<file path="src/rtl/register_writeback_stage.sv">
// rtl/register_writeback_stage.sv - writeback stage selecting ALU/link/load data into the register file
//
// Sits between execute/memory and the register file. Non-load requests are
// written one cycle after acceptance; loads park in WAIT_MEM until the memory
// returns data, which is aligned and extended before the write.
//
// Ports:
//   clk, rst                  clock, synchronous active-high reset
//   in_valid / in_ready       request handshake (ready only in IDLE)
//   in_sel, in_we, in_rd      source select (0 ALU, 1 link, 2 DMEM, 3 zero), write enable, destination
//   in_alu_out, in_link_pc    candidate write data
//   in_ld_size/signed/off     load width, extension and byte offset
//   mem_rvalid, mem_rdata     load data return (one-cycle pulse, aligned word)
//   rf_we, rf_waddr, rf_wdata registered register file write port
//   pending_valid/pending_rd  outstanding load destination for hazard stalls
//   wb_err                    one-cycle pulse when a load times out and is dropped
module register_writeback_stage #(
    parameter int DATA_W      = 32,
    parameter int PC_W        = 16,
    parameter int RADDR_W     = 4,
    parameter int ZERO_REG    = 1,
    parameter int MEM_TIMEOUT = 0,
    localparam int OFF_W      = $clog2(DATA_W / 8)
) (
    input  logic               clk,
    input  logic               rst,
    input  logic               in_valid,
    output logic               in_ready,
    input  logic [1:0]         in_sel,
    input  logic               in_we,
    input  logic [RADDR_W-1:0] in_rd,
    input  logic [DATA_W-1:0]  in_alu_out,
    input  logic [PC_W-1:0]    in_link_pc,
    input  logic [1:0]         in_ld_size,
    input  logic               in_ld_signed,
    input  logic [OFF_W-1:0]   in_ld_off,
    input  logic               mem_rvalid,
    input  logic [DATA_W-1:0]  mem_rdata,
    output logic               rf_we,
    output logic [RADDR_W-1:0] rf_waddr,
    output logic [DATA_W-1:0]  rf_wdata,
    output logic               pending_valid,
    output logic [RADDR_W-1:0] pending_rd,
    output logic               wb_err
);

    localparam int CNT_W        = (MEM_TIMEOUT > 0) ? $clog2(MEM_TIMEOUT + 1) : 1;
    localparam int TMO_LAST_I   = (MEM_TIMEOUT > 0) ? MEM_TIMEOUT - 1 : 0;
    localparam logic [CNT_W-1:0] TMO_LAST = CNT_W'(TMO_LAST_I);

    typedef enum logic [0:0] {IDLE, WAIT_MEM} state_t;

    state_t              state_q, state_d;
    logic [CNT_W-1:0]    cnt_q, cnt_d;
    logic [RADDR_W-1:0]  cap_rd_q;
    logic [1:0]          cap_size_q;
    logic                cap_signed_q;
    logic [OFF_W-1:0]    cap_off_q;

    logic                capture;
    logic                wr_upd;
    logic                wr_en;
    logic [RADDR_W-1:0]  wr_addr;
    logic [DATA_W-1:0]   wr_data;
    logic                err_d;

    logic [DATA_W-1:0]   link_ext;
    logic [DATA_W-1:0]   sel_data;
    logic [OFF_W-1:0]    off_eff;
    logic [DATA_W-1:0]   lane;
    logic [DATA_W-1:0]   ld_data;

    logic accept;
    logic is_load;

    assign in_ready      = (state_q == IDLE);
    assign accept        = in_valid & in_ready;
    assign is_load       = (in_sel == 2'd2) & in_we;
    assign pending_valid = (state_q == WAIT_MEM);
    assign pending_rd    = pending_valid ? cap_rd_q : '0;

    if (PC_W >= DATA_W) begin : g_link_trunc
        assign link_ext = in_link_pc[DATA_W-1:0];
    end else begin : g_link_zext
        assign link_ext = {{(DATA_W - PC_W){1'b0}}, in_link_pc};
    end

    always_comb begin
        sel_data = '0;
        case (in_sel)
            2'd0:    sel_data = in_alu_out;
            2'd1:    sel_data = link_ext;
            default: sel_data = '0;
        endcase
    end

    // Word loads use offset 0 so the full shifted lane is the result.
    always_comb begin
        off_eff = cap_off_q;
        if (cap_size_q == 2'd1) begin
            off_eff[0] = 1'b0;
        end else if (cap_size_q[1]) begin
            off_eff = '0;
        end
        lane    = mem_rdata >> {off_eff, 3'b000};
        ld_data = lane;
        case (cap_size_q)
            2'd0:    ld_data = {{(DATA_W - 8){cap_signed_q & lane[7]}}, lane[7:0]};
            2'd1:    ld_data = {{(DATA_W - 16){cap_signed_q & lane[15]}}, lane[15:0]};
            default: ld_data = lane;
        endcase
    end

    always_comb begin
        state_d = state_q;
        cnt_d   = cnt_q;
        capture = 1'b0;
        wr_upd  = 1'b0;
        wr_en   = 1'b0;
        wr_addr = in_rd;
        wr_data = sel_data;
        err_d   = 1'b0;
        case (state_q)
            IDLE: begin
                if (accept) begin
                    if (is_load) begin
                        capture = 1'b1;
                        cnt_d   = '0;
                        state_d = WAIT_MEM;
                    end else begin
                        wr_upd = 1'b1;
                        wr_en  = in_we & ~((ZERO_REG != 0) && (in_rd == '0));
                    end
                end
            end
            WAIT_MEM: begin
                cnt_d = cnt_q + CNT_W'(1);
                // Returning data takes priority over an expiry in the same cycle.
                if (mem_rvalid) begin
                    wr_upd  = 1'b1;
                    wr_en   = ~((ZERO_REG != 0) && (cap_rd_q == '0));
                    wr_addr = cap_rd_q;
                    wr_data = ld_data;
                    state_d = IDLE;
                end else if ((MEM_TIMEOUT > 0) && (cnt_q == TMO_LAST)) begin
                    err_d   = 1'b1;
                    state_d = IDLE;
                end
            end
            default: state_d = IDLE;
        endcase
    end

    always_ff @(posedge clk) begin
        if (rst) begin
            state_q      <= IDLE;
            cnt_q        <= '0;
            cap_rd_q     <= '0;
            cap_size_q   <= '0;
            cap_signed_q <= 1'b0;
            cap_off_q    <= '0;
            rf_we        <= 1'b0;
            rf_waddr     <= '0;
            rf_wdata     <= '0;
            wb_err       <= 1'b0;
        end else begin
            state_q <= state_d;
            cnt_q   <= cnt_d;
            rf_we   <= wr_en;
            wb_err  <= err_d;
            if (capture) begin
                cap_rd_q     <= in_rd;
                cap_size_q   <= in_ld_size;
                cap_signed_q <= in_ld_signed;
                cap_off_q    <= in_ld_off;
            end
            if (wr_upd) begin
                rf_waddr <= wr_addr;
                rf_wdata <= wr_data;
            end
        end
    end

endmodule
</file>
<file path="config.mk">
export PLATFORM = sky130hd
export DESIGN_NAME = register_writeback_stage
export DESIGN_NICKNAME = d
export VERILOG_FILES = /design/src/rtl/register_writeback_stage.sv
export SDC_FILE = /design/constraint.sdc
export NUM_CORES = 1
export LEC_CHECK = 0
export CAP_MARGIN = 25
export CELL_PAD_IN_SITES_DETAIL_PLACEMENT = 1
export CELL_PAD_IN_SITES_GLOBAL_PLACEMENT = 2
export CORE_ASPECT_RATIO = 2
export CORE_MARGIN = 4
export CORE_UTILIZATION = 20
export DETAILED_ROUTE_END_ITERATION = 10
export MAX_ROUTING_LAYER = met4
export PLACE_DENSITY = 0.78
export SLEW_MARGIN = 40
export SYNTH_ARGS = -nofsm -noshare
export SYNTH_HDL_FRONTEND = slang
export SYNTH_SLANG_ARGS = --single-unit
export TNS_END_PERCENT = 10
</file>
<file path="constraint.sdc">
create_clock -name clk -period 1.7 [get_ports clk]
set_input_delay 0.255 -clock clk [delete_from_list [all_inputs] [get_ports clk]]
set_output_delay 0.255 -clock clk [all_outputs]
set_load 0.02 [all_outputs]
</file>
==> results of run 1 <==
==> registers in the layout, indices dropped and copies added, names as in the netlist <==
name / count
cap_size_q: 2
cap_rd_q: 4
cap_off_q: 2
rf_wdata: 32
cap_signed_q: 1
pending_valid: 1
rf_we: 1
rf_waddr: 4
==> per-stage QoR <==
| step | utilization (%) | worst slack, ps | power, uW | hold WS (ps) | std cells |
|---|---|---|---|---|---|
| final | 36.1 | -53.8 | 3250 | 483 | 655 |
| after global routing | 36.1 | -150 | 3370 | 507 | 655 |
| after CTS | 36.0 | -132 | 3280 | 492 | 656 |
| after detailed placement | 34.4 | -356 | 1990 | 486 | 648 |
| after global placement | 34.4 | -280 | 1970 | 469 | 648 |
| after floorplan | - | 65.5 | 1490 | 391 | 316 |
==> area by class of cell <==
type	count	area (um^2)	area share, %
Multi-Input combinational cell	227	1700	34.6
Inverter	4	15.0	0.306
Clock buffer	5	125	2.55
Tap cell	186	233	4.75
Timing Repair Buffer	183	1820	37.1
Clock inverter	3	67.6	1.38
Sequential cell	47	946	19.3
==> timing repair <==
item                       CTS  global route
setup endpoints to repair   36            32
pin swaps                    1             2
buffers inserted             0             0
resized for setup           14             8
==> power by group through the flow <==
stage | clock network [uW] | logic, uW | registers (uW)
3_3_place_gp | 0 | 767 | 1200
2_1_floorplan | 0 | 246 | 1250
6_report | 1290 | 781 | 1180
4_1_cts | 1310 | 787 | 1180
3_5_place_dp | 0 | 781 | 1210
5_1_grt | 1360 | 830 | 1190
==> cell usage in the layout (no fill, tap or decap), types with 5 or more instances in the layout <==
cell type        netlist  final
a211oi_1              49     49
a21oi_1               25     25
a222oi_1               7      7
a32o_1                 6      6
and2_1                 5      5
buf_12                 0      7
buf_4                  1     35
clkbuf_16              0      5
clkdlybuf4s50_1        0    133
dfxtp_1               47     43
mux2_2                 7      7
mux2i_1                9      9
mux4_2                 7      7
nand2_1               23     23
nor2_1                22     22
nor4b_1               16     16
o21ai_0                5      5
==> critical path: cells and delay by family, from the launching register on <==
family / cells / cell delay [ps]
and+or+nand+nor: 2 / 550
DFF: 1 / 320
AOI/OAI and AO/OA: 1 / 300
muxes: 1 / 480
==> routing by layer <==
metal | wire [um] | part of all wire (%) | vias up | global-route usage, %
met5 | 0 | 0 | - | -
li1 | - | - | 1538 | -
met4 | 414 | 3.2 | 0 | 6.11
met3 | 374 | 2.9 | 18 | 1.85
met1 | 4360 | 33 | 1567 | 15.3
met2 | 7860 | 60 | 89 | 33.0
==> final timing paths <==
path / start / to / slack [ps] / cells past startpoint
worst max-delay path: cap_size_q[0] / rf_wdata[1] / -50 / 4
worst min-delay path: cap_signed_q / cap_signed_q / 480 / 2
worst max register to register: cap_size_q[0] / rf_wdata[1] / -50 / 4
worst min register to register: cap_signed_q / cap_signed_q / 480 / 2
==> logic make-up after synthesis <==
group | share of synthesized area, %
buffers and inverters | 6.51
muxes | 11.7
DFF | 33.7
and+or+nand+nor | 17.4
other | 0.134
AOI/OAI and AO/OA | 30.5
==> results.toml, run 1 <==
[yosys]
ys_types = 45
ys_seq_elements = 47
netlist_instances = 316
post-synth-top-count-cell = "a211oi_1"
yosysSeqAreaShare_pct = 33.7
synth_edf_count = 0
synth_ff_type = "dfxtp_1"
synth_area_um2 = 2790
synth_top_cell_area_share_pct = 33.7
avgSynthCellArea_um2 = 8.83
synthTopCellsByArea = "dfxtp_1 34%, a211oi_1 13%, mux4_2 5.7%"
async_reset_ff_share_pct = 0
yosys.area.top_type = "dfxtp_1"
syn_nets = 412
synth_common_cells = "49 x a211oi_1, 47 x dfxtp_1, 25 x a21oi_1, 25 x clkbuf_1, 23 x nand2_1"
yosysWarnings = 0

[cells_and_area]
area_growth_pct = 75.8
layout-drive-gt1-share_pct = 18.1
fin_nets = 564
fin_area_um2 = 4900
fill_cells = 1572
antenna_cells = 0

[detailed_routing]
drt_iter0_markers = 160
drcViolationCount = 0
wl_um = 13000
wl_per_cell_um = 19.9
dr.pass1.iters = 8
routed_via_density = 4.90
vias = 3212
ant_nets = 0

[power_and_ir_drop]
power.density_nw_per_um2 = 663
pwr-share-comb_pct = 24.0
p_int_uw = 2440
ir_drop_v = 0.000420
p_sw_share_pct = 25.0
p_sw_uw = 813
leakagePower_uw = 0.00172
p_clk_share_pct = 39.7
seq_power_share_pct = 36.3

[floorplan]
initial_core_util_pct = 20.5
dieWidth_um = 91.5
core_um2 = 13600
dieArea_um2 = 16000
rows = 60
io_pins = 140
fp.dieH_um = 175

[setup_path]
end_kind = "flop"
cp_cell_sequence = "or3b_4, mux4_2, a222oi_1, nor2_1"
start_kind = "flop"
critical_path_class = "flop to flop"
critPathRequiredTime_ps = 1890
slowest_stage = "or3b_4"
path_max_fanout = 7
worstPathArrival_ps = 1940
max_stage_delay_ps = 480

[timing]
setup_tns_ps = -79.2
hold_viol = 0
skew_ps = 11.4
fin_crit_ps = 1750
setup_ws_ps = -53.8
rsz0062_at_grt = "true"
slew_viol_final = 0
post-route-period-util_pct = 103
finalSetupViolations = 4
max_freq_mhz = 570

[clock_tree]
numCtsBuffers = 5
cts_tree = "done"
clkTransAtPathRegs_ps = 80
htree_levels = 2
clock_sinks = 47
clock_path_buffers = 2
cts_hold_buf = 0
cts_root_buf = "clkbuf_16"
clock_latency_ps = 300

[placement]
portBuffers = 138
post_dp_cell_area_um2 = 4670
place.detailed.hpwl_um = 10900
gp_congestion = 0.834

[run_status]
status = "finished, violations left"
violations = "setup timing"

[flow_run]
drv_cap = 0

[global_route]
grt_max_degree = 37
grt_pass1_wl_um = 19500
gr-total-overflow = 0
grt_usage_pct = 16.4
first_global_vias = 3388
antenna_found_initial = 0

[hold_path]
hold_path.class = "flop to flop"
Power figures use the tool's default switching activity.
==> inputs of run 2 (changes only) <==
--- a/config.mk
+++ b/config.mk
@@ -6,14 +6,13 @@
 export NUM_CORES = 1
 export LEC_CHECK = 0
 export CAP_MARGIN = 25
-export CELL_PAD_IN_SITES_DETAIL_PLACEMENT = 1
-export CELL_PAD_IN_SITES_GLOBAL_PLACEMENT = 2
 export CORE_ASPECT_RATIO = 2
 export CORE_MARGIN = 4
-export CORE_UTILIZATION = 20
+export CORE_UTILIZATION = 37
 export DETAILED_ROUTE_END_ITERATION = 10
+export GPL_TIMING_DRIVEN = 0
 export MAX_ROUTING_LAYER = met4
-export PLACE_DENSITY = 0.78
+export PLACE_DENSITY = 0.79
 export SLEW_MARGIN = 40
 export SYNTH_ARGS = -nofsm -noshare
 export SYNTH_HDL_FRONTEND = slang
==> run 2 against run 1 <==
- the run still ends with setup timing left
- setup slack worse by 24 ps
- clock skew is 4.0 ps lower
- non-clock buffer count is 6 lower
- sequential power hardly changed
- cell count is 15% lower
- utilization is 27 points higher
- register-to-register slack worse by 20 ps
- sequential share of layout area is 1.3 points higher
- maximum frequency is 1.4% lower
- wire length is 14% lower
- die area is 43% lower
- combinational power is 5.8% lower
==> results.toml, run 2 (synthesis gave the netlist of run 1 again) <==
[placement]
portBuffers = 135
preCtsSetupSlack_ps = -468
place.detailed.hpwl_um = 8830
gp_congestion = 0.879

[setup_path]
cp_cell_sequence = "or3b_4, mux4_2, a222oi_1, nor2_1"
max_stage_delay_ps = 490
critPathRequiredTime_ps = 1860
end_kind = "flop"
worstReg2RegStart = "cap_size_q[1]"
startpoint = "cap_size_q[1]"
worstPathArrival_ps = 1940
critical_path_class = "flop to flop"
path_max_fanout = 7
slowest_stage = "or3b_4"
start_kind = "flop"

[detailed_routing]
vias = 3264
drcViolationCount = 0
ant_nets = 0
wl_per_cell_um = 20.1
wl_um = 11100
drt_iter0_markers = 207
dr.pass1.iters = 6
routed_via_density = 5.89

[timing]
slew_viol_final = 0
hold_viol = 0
skew_ps = 7.41
max_freq_mhz = 562
relSlewSlack_pct = 48.8
setup_ws_ps = -78.0
fin_crit_ps = 1780
worst_pin_slew_ps = 767
finalSetupViolations = 11
post-route-period-util_pct = 105
rsz0062_at_grt = "true"

[run_status]
status = "finished, violations left"
violations = "setup timing"

[cells_and_area]
post-route-util_pct = 62.8
regMostFlops = "rf_wdata"
final_cell_mix = "130 x clkdlybuf4s50_1, 49 x a211oi_1, 44 x dfxtp_1"
reg_top3 = "rf_wdata x32, cap_rd_q x4, rf_waddr x4"
antenna_cells = 0
fin_nets = 558
layout-drive-gt1-share_pct = 16.0
largest_reg_flops = 32
area_growth_pct = 64.8
layout_commonest_cell = "clkdlybuf4s50_1"

[power_and_ir_drop]
leakagePower_uw = 0.00161
power.density_nw_per_um2 = 629
ir_drop_v = 0.000440

[global_route]
grt_usage_pct = 24.4
grt_pass1_wl_um = 17000
gr-total-overflow = 0
antenna_found_initial = 0
first_global_vias = 3301
grt_max_degree = 14

[clock_tree]
clkTransAtPathRegs_ps = 60
cts_tree = "done"
clock_sinks = 47
cts_root_buf = "clkbuf_16"
cts_hold_buf = 0
htree_levels = 2
clock_path_buffers = 2
clock_latency_ps = 290
numCtsBuffers = 5

[flow_run]
drv_cap = 0

[floorplan]
initial_core_util_pct = 38.1
dieArea_um2 = 9070
dieWidth_um = 69.4
rows = 44
core_um2 = 7320
io_pins = 140
fp.dieH_um = 131

[hold_path]
min_from = "rst"
hold_path.class = "primary input to flop"
run 2: worst max-delay path: cells and delay by family (launching register included):
| kind | cells | cell delay, ps |
|---|---|---|
| muxes | 1 | 480 |
| and+or+nand+nor | 2 | 560 |
| DFF | 1 | 350 |
| AOI/OAI and AO/OA | 1 | 250 |
run 2: area by class of cell:
type / instances / area, um^2
flip-flops and latches: 47 / 945
multi-input cells: 227 / 1770
repair buffers: 141 / 1390
plain buffers: 36 / 216
well taps: 92 / 115
clock buffers: 6 / 139
clock inverters: 1 / 5.00
inverters: 4 / 15.0
fillers: 615 / 2730
run 2: layer usage:
layer  vias to the layer above  wire [um]  track usage [%]
li1                       1522          -                -
met1                      1520       3640             24.3
met2                       177       6210             45.7
met3                        45        709             2.60
met4                         0        569             13.7
met5                         -          0                -
run 2: timing repair:
item,in CTS,in global routing
cloned,0,1
setup endpoints to repair,48,45
gates resized for setup,32,30
hold endpoints to repair,0,0
pin swaps,3,7
setup buffers,1,4
run 2: final timing paths:
kind             endpoint  slack, ps  cells after the start
max           rf_wdata[6]        -80                      4
max reg2reg   rf_wdata[6]        -80                      4
min reg2reg  cap_off_q[0]        480                      2
min          rf_wdata[30]        460                      2
run 2: metrics by stage:
| step | cells | area [um^2] | total power, uW | hold slack, ps | TNS [ps] |
|---|---|---|---|---|---|
| after floorplan | 316 | 2790 | 1490 | 391 | 0 |
| after global placement | 543 | 4260 | 1880 | 473 | -13120 |
| after detailed placement | 543 | 4260 | 1890 | 484 | -14540 |
| after CTS | 551 | 4480 | 2870 | 452 | -447 |
| after global routing | 554 | 4600 | 2990 | 495 | -1820 |
| final | 554 | 4600 | 2890 | 456 | -244 |
run 2: report_power, final:
part	internal, uW	switching [uW]
Clock	574	405
Combinational	407	329
Sequential	1150	28.8
==> inputs of run 3 (changes only) <==
--- a/config.mk
+++ b/config.mk
@@ -13,6 +13,7 @@
 export GPL_TIMING_DRIVEN = 0
 export MAX_ROUTING_LAYER = met4
 export PLACE_DENSITY = 0.79
+export SETUP_SLACK_MARGIN = 0.02
 export SLEW_MARGIN = 40
 export SYNTH_ARGS = -nofsm -noshare
 export SYNTH_HDL_FRONTEND = slang
==> run 3 against run 2 <==
- the run still ends with setup timing left
- hold slack worse by 6.0 ps
- global-route usage hardly changed
- clock skew is 1.2 ps lower
- cell count is 0.18% higher
- combinational power hardly changed
- wire length is 0.74% higher
- design area is 0.11% lower
- sequential power hardly changed
- non-clock buffer count is 1 higher
- critical path depth is 1 higher
- critical endpoint is now rf_wdata[13]
==> results.toml, run 3 (synthesis gave the netlist of run 1 again) <==
[detailed_routing]
ant_nets = 0
drcViolationCount = 0
dr.pass1.iters = 5
vias = 3256
routed_via_density = 5.87
wl_um = 11200
wl_per_cell_um = 20.2
drt_iter0_markers = 273

[clock_tree]
clock_sinks = 47
clkTransAtPathRegs_ps = 70
clock_latency_ps = 300
cts_tree = "done"
cts_root_buf = "clkbuf_16"
cts_hold_buf = 0
clock_path_buffers = 2
htree_levels = 2
numCtsBuffers = 5

[cells_and_area]
area_growth_pct = 64.6
seqCellArea_um2 = 945
layout-drive-gt1-share_pct = 16.4
regMostFlops = "rf_wdata"
largest_reg_flops = 32
fin_nets = 559
fill_cells = 622
layout_commonest_cell = "clkdlybuf4s50_1"
multi_input_area_um2 = 1780
reg_top3 = "rf_wdata x32, cap_rd_q x4, rf_waddr x4"
antenna_cells = 0
final_cell_mix = "130 x clkdlybuf4s50_1, 48 x a211oi_1, 44 x dfxtp_1"

[placement]
place.detailed.hpwl_um = 8830
gp_congestion = 0.879
portBuffers = 135

[hold_path]
min_from = "rst"
min_to = "rf_wdata[30]"
min_path_cells = 2
hold_path.class = "primary input to flop"

[floorplan]
rows = 44
dieWidth_um = 69.4
core_um2 = 7320
fp.dieH_um = 131
dieArea_um2 = 9070
initial_core_util_pct = 38.1
io_pins = 140

[setup_path]
max_stage_delay_ps = 440
crit_buf_inv = 1
end_kind = "flop"
slowest_stage = "or4_1"
worstReg2RegStart = "cap_off_q[0]"
start_kind = "flop"
critPathRequiredTime_ps = 1850
worst-r2r-setup-slack_ps = -100
worstPathArrival_ps = 1950
r2r-end = "rf_wdata[13]"
reg2reg_depth = 5
critical_path.top_delay_family = "simple AND/OR/NAND/NOR gates"
path_max_fanout = 10
cp_cell_sequence = "or2b_1, or4_1, nand4_1, buf_6, a311oi_2"
critical_path_class = "flop to flop"

[global_route]
grt_max_degree = 14
grt_pass1_wl_um = 17000
antenna_found_initial = 0
grt_usage_pct = 24.4
gr-total-overflow = 0
first_global_vias = 3280

[power_and_ir_drop]
ir_drop_v = 0.000436
power.density_nw_per_um2 = 631
leakagePower_uw = 0.00161
power_uw = 2900

[timing]
max_freq_mhz = 555
finalSetupViolations = 30
fin_crit_ps = 1800
post-route-period-util_pct = 106
setup_ws_ps = -101
slew_viol_final = 0
rsz0062_at_grt = "true"
skew_ps = 6.25
hold_viol = 0
setup_tns_ps = -1630
relSlewSlack_pct = 48.9
worst_pin_slew_ps = 766

[flow_run]
drv_cap = 0

[run_status]
status = "finished, violations left"
violations = "setup timing"
run 3: what timing repair did:
| item | 4_1_cts | 5_1_grt |
|---|---|---|
| setup buffers | 1 | 4 |
| cloned | 0 | 1 |
| endpoints found under the setup margin | 48 | 45 |
| gates resized for setup | 36 | 21 |
| pin swaps | 3 | 7 |
| endpoints found under the hold margin | 0 | 0 |
run 3: worst max-delay path by stage:
stage                  startpoint      endpoint  slack (ps)  cells after the start
floorplan           cap_size_q[1]   rf_wdata[0]          70                      5
global placement       mem_rvalid  rf_wdata[10]        -420                      7
detailed placement     mem_rvalid  rf_wdata[11]        -470                      7
CTS                 cap_size_q[1]   rf_wdata[6]         -70                      5
global route        cap_size_q[1]  rf_wdata[10]        -250                      5
finish               cap_off_q[0]  rf_wdata[13]        -100                      5
run 3: metal layers:
layer  track usage [%]  wire [um]  share of wire (%)
met4              13.5        554                4.9
met5                 -          0                  0
met1              24.5       3700                 33
met2              45.8       6310                 56
met3              2.60        645                5.8
run 3: area by class of cell:
type                    count  area share, %
inverters                   4          0.327
multi-input cells         227           38.7
plain buffers              37           4.50
clock buffers               6           3.02
flip-flops and latches     47           20.6
repair buffers            141           30.3
clock inverters             1          0.109
well taps                  92           2.51
run 3: power breakdown:
| group | leakage [uW] | internal (uW) | switching (uW) | total, uW |
|---|---|---|---|---|
| clock | 0.0000727 | 574 | 412 | 986 |
| combinational | 0.00115 | 404 | 330 | 734 |
| sequential | 0.000384 | 1150 | 29.3 | 1180 |
run 3: stage by stage:
step / cell area, um^2 / utilization [%] / hold slack (ps) / std cells / setup slack, ps
floorplan: 2790 / - / 391 / 316 / 65.5
global placement: 4260 / 58.1 / 473 / 543 / -423
detailed placement: 4260 / 58.1 / 484 / 543 / -468
CTS: 4480 / 61.2 / 449 / 551 / -74.6
global route: 4590 / 62.7 / 495 / 555 / -249
finish: 4590 / 62.7 / 450 / 555 / -101
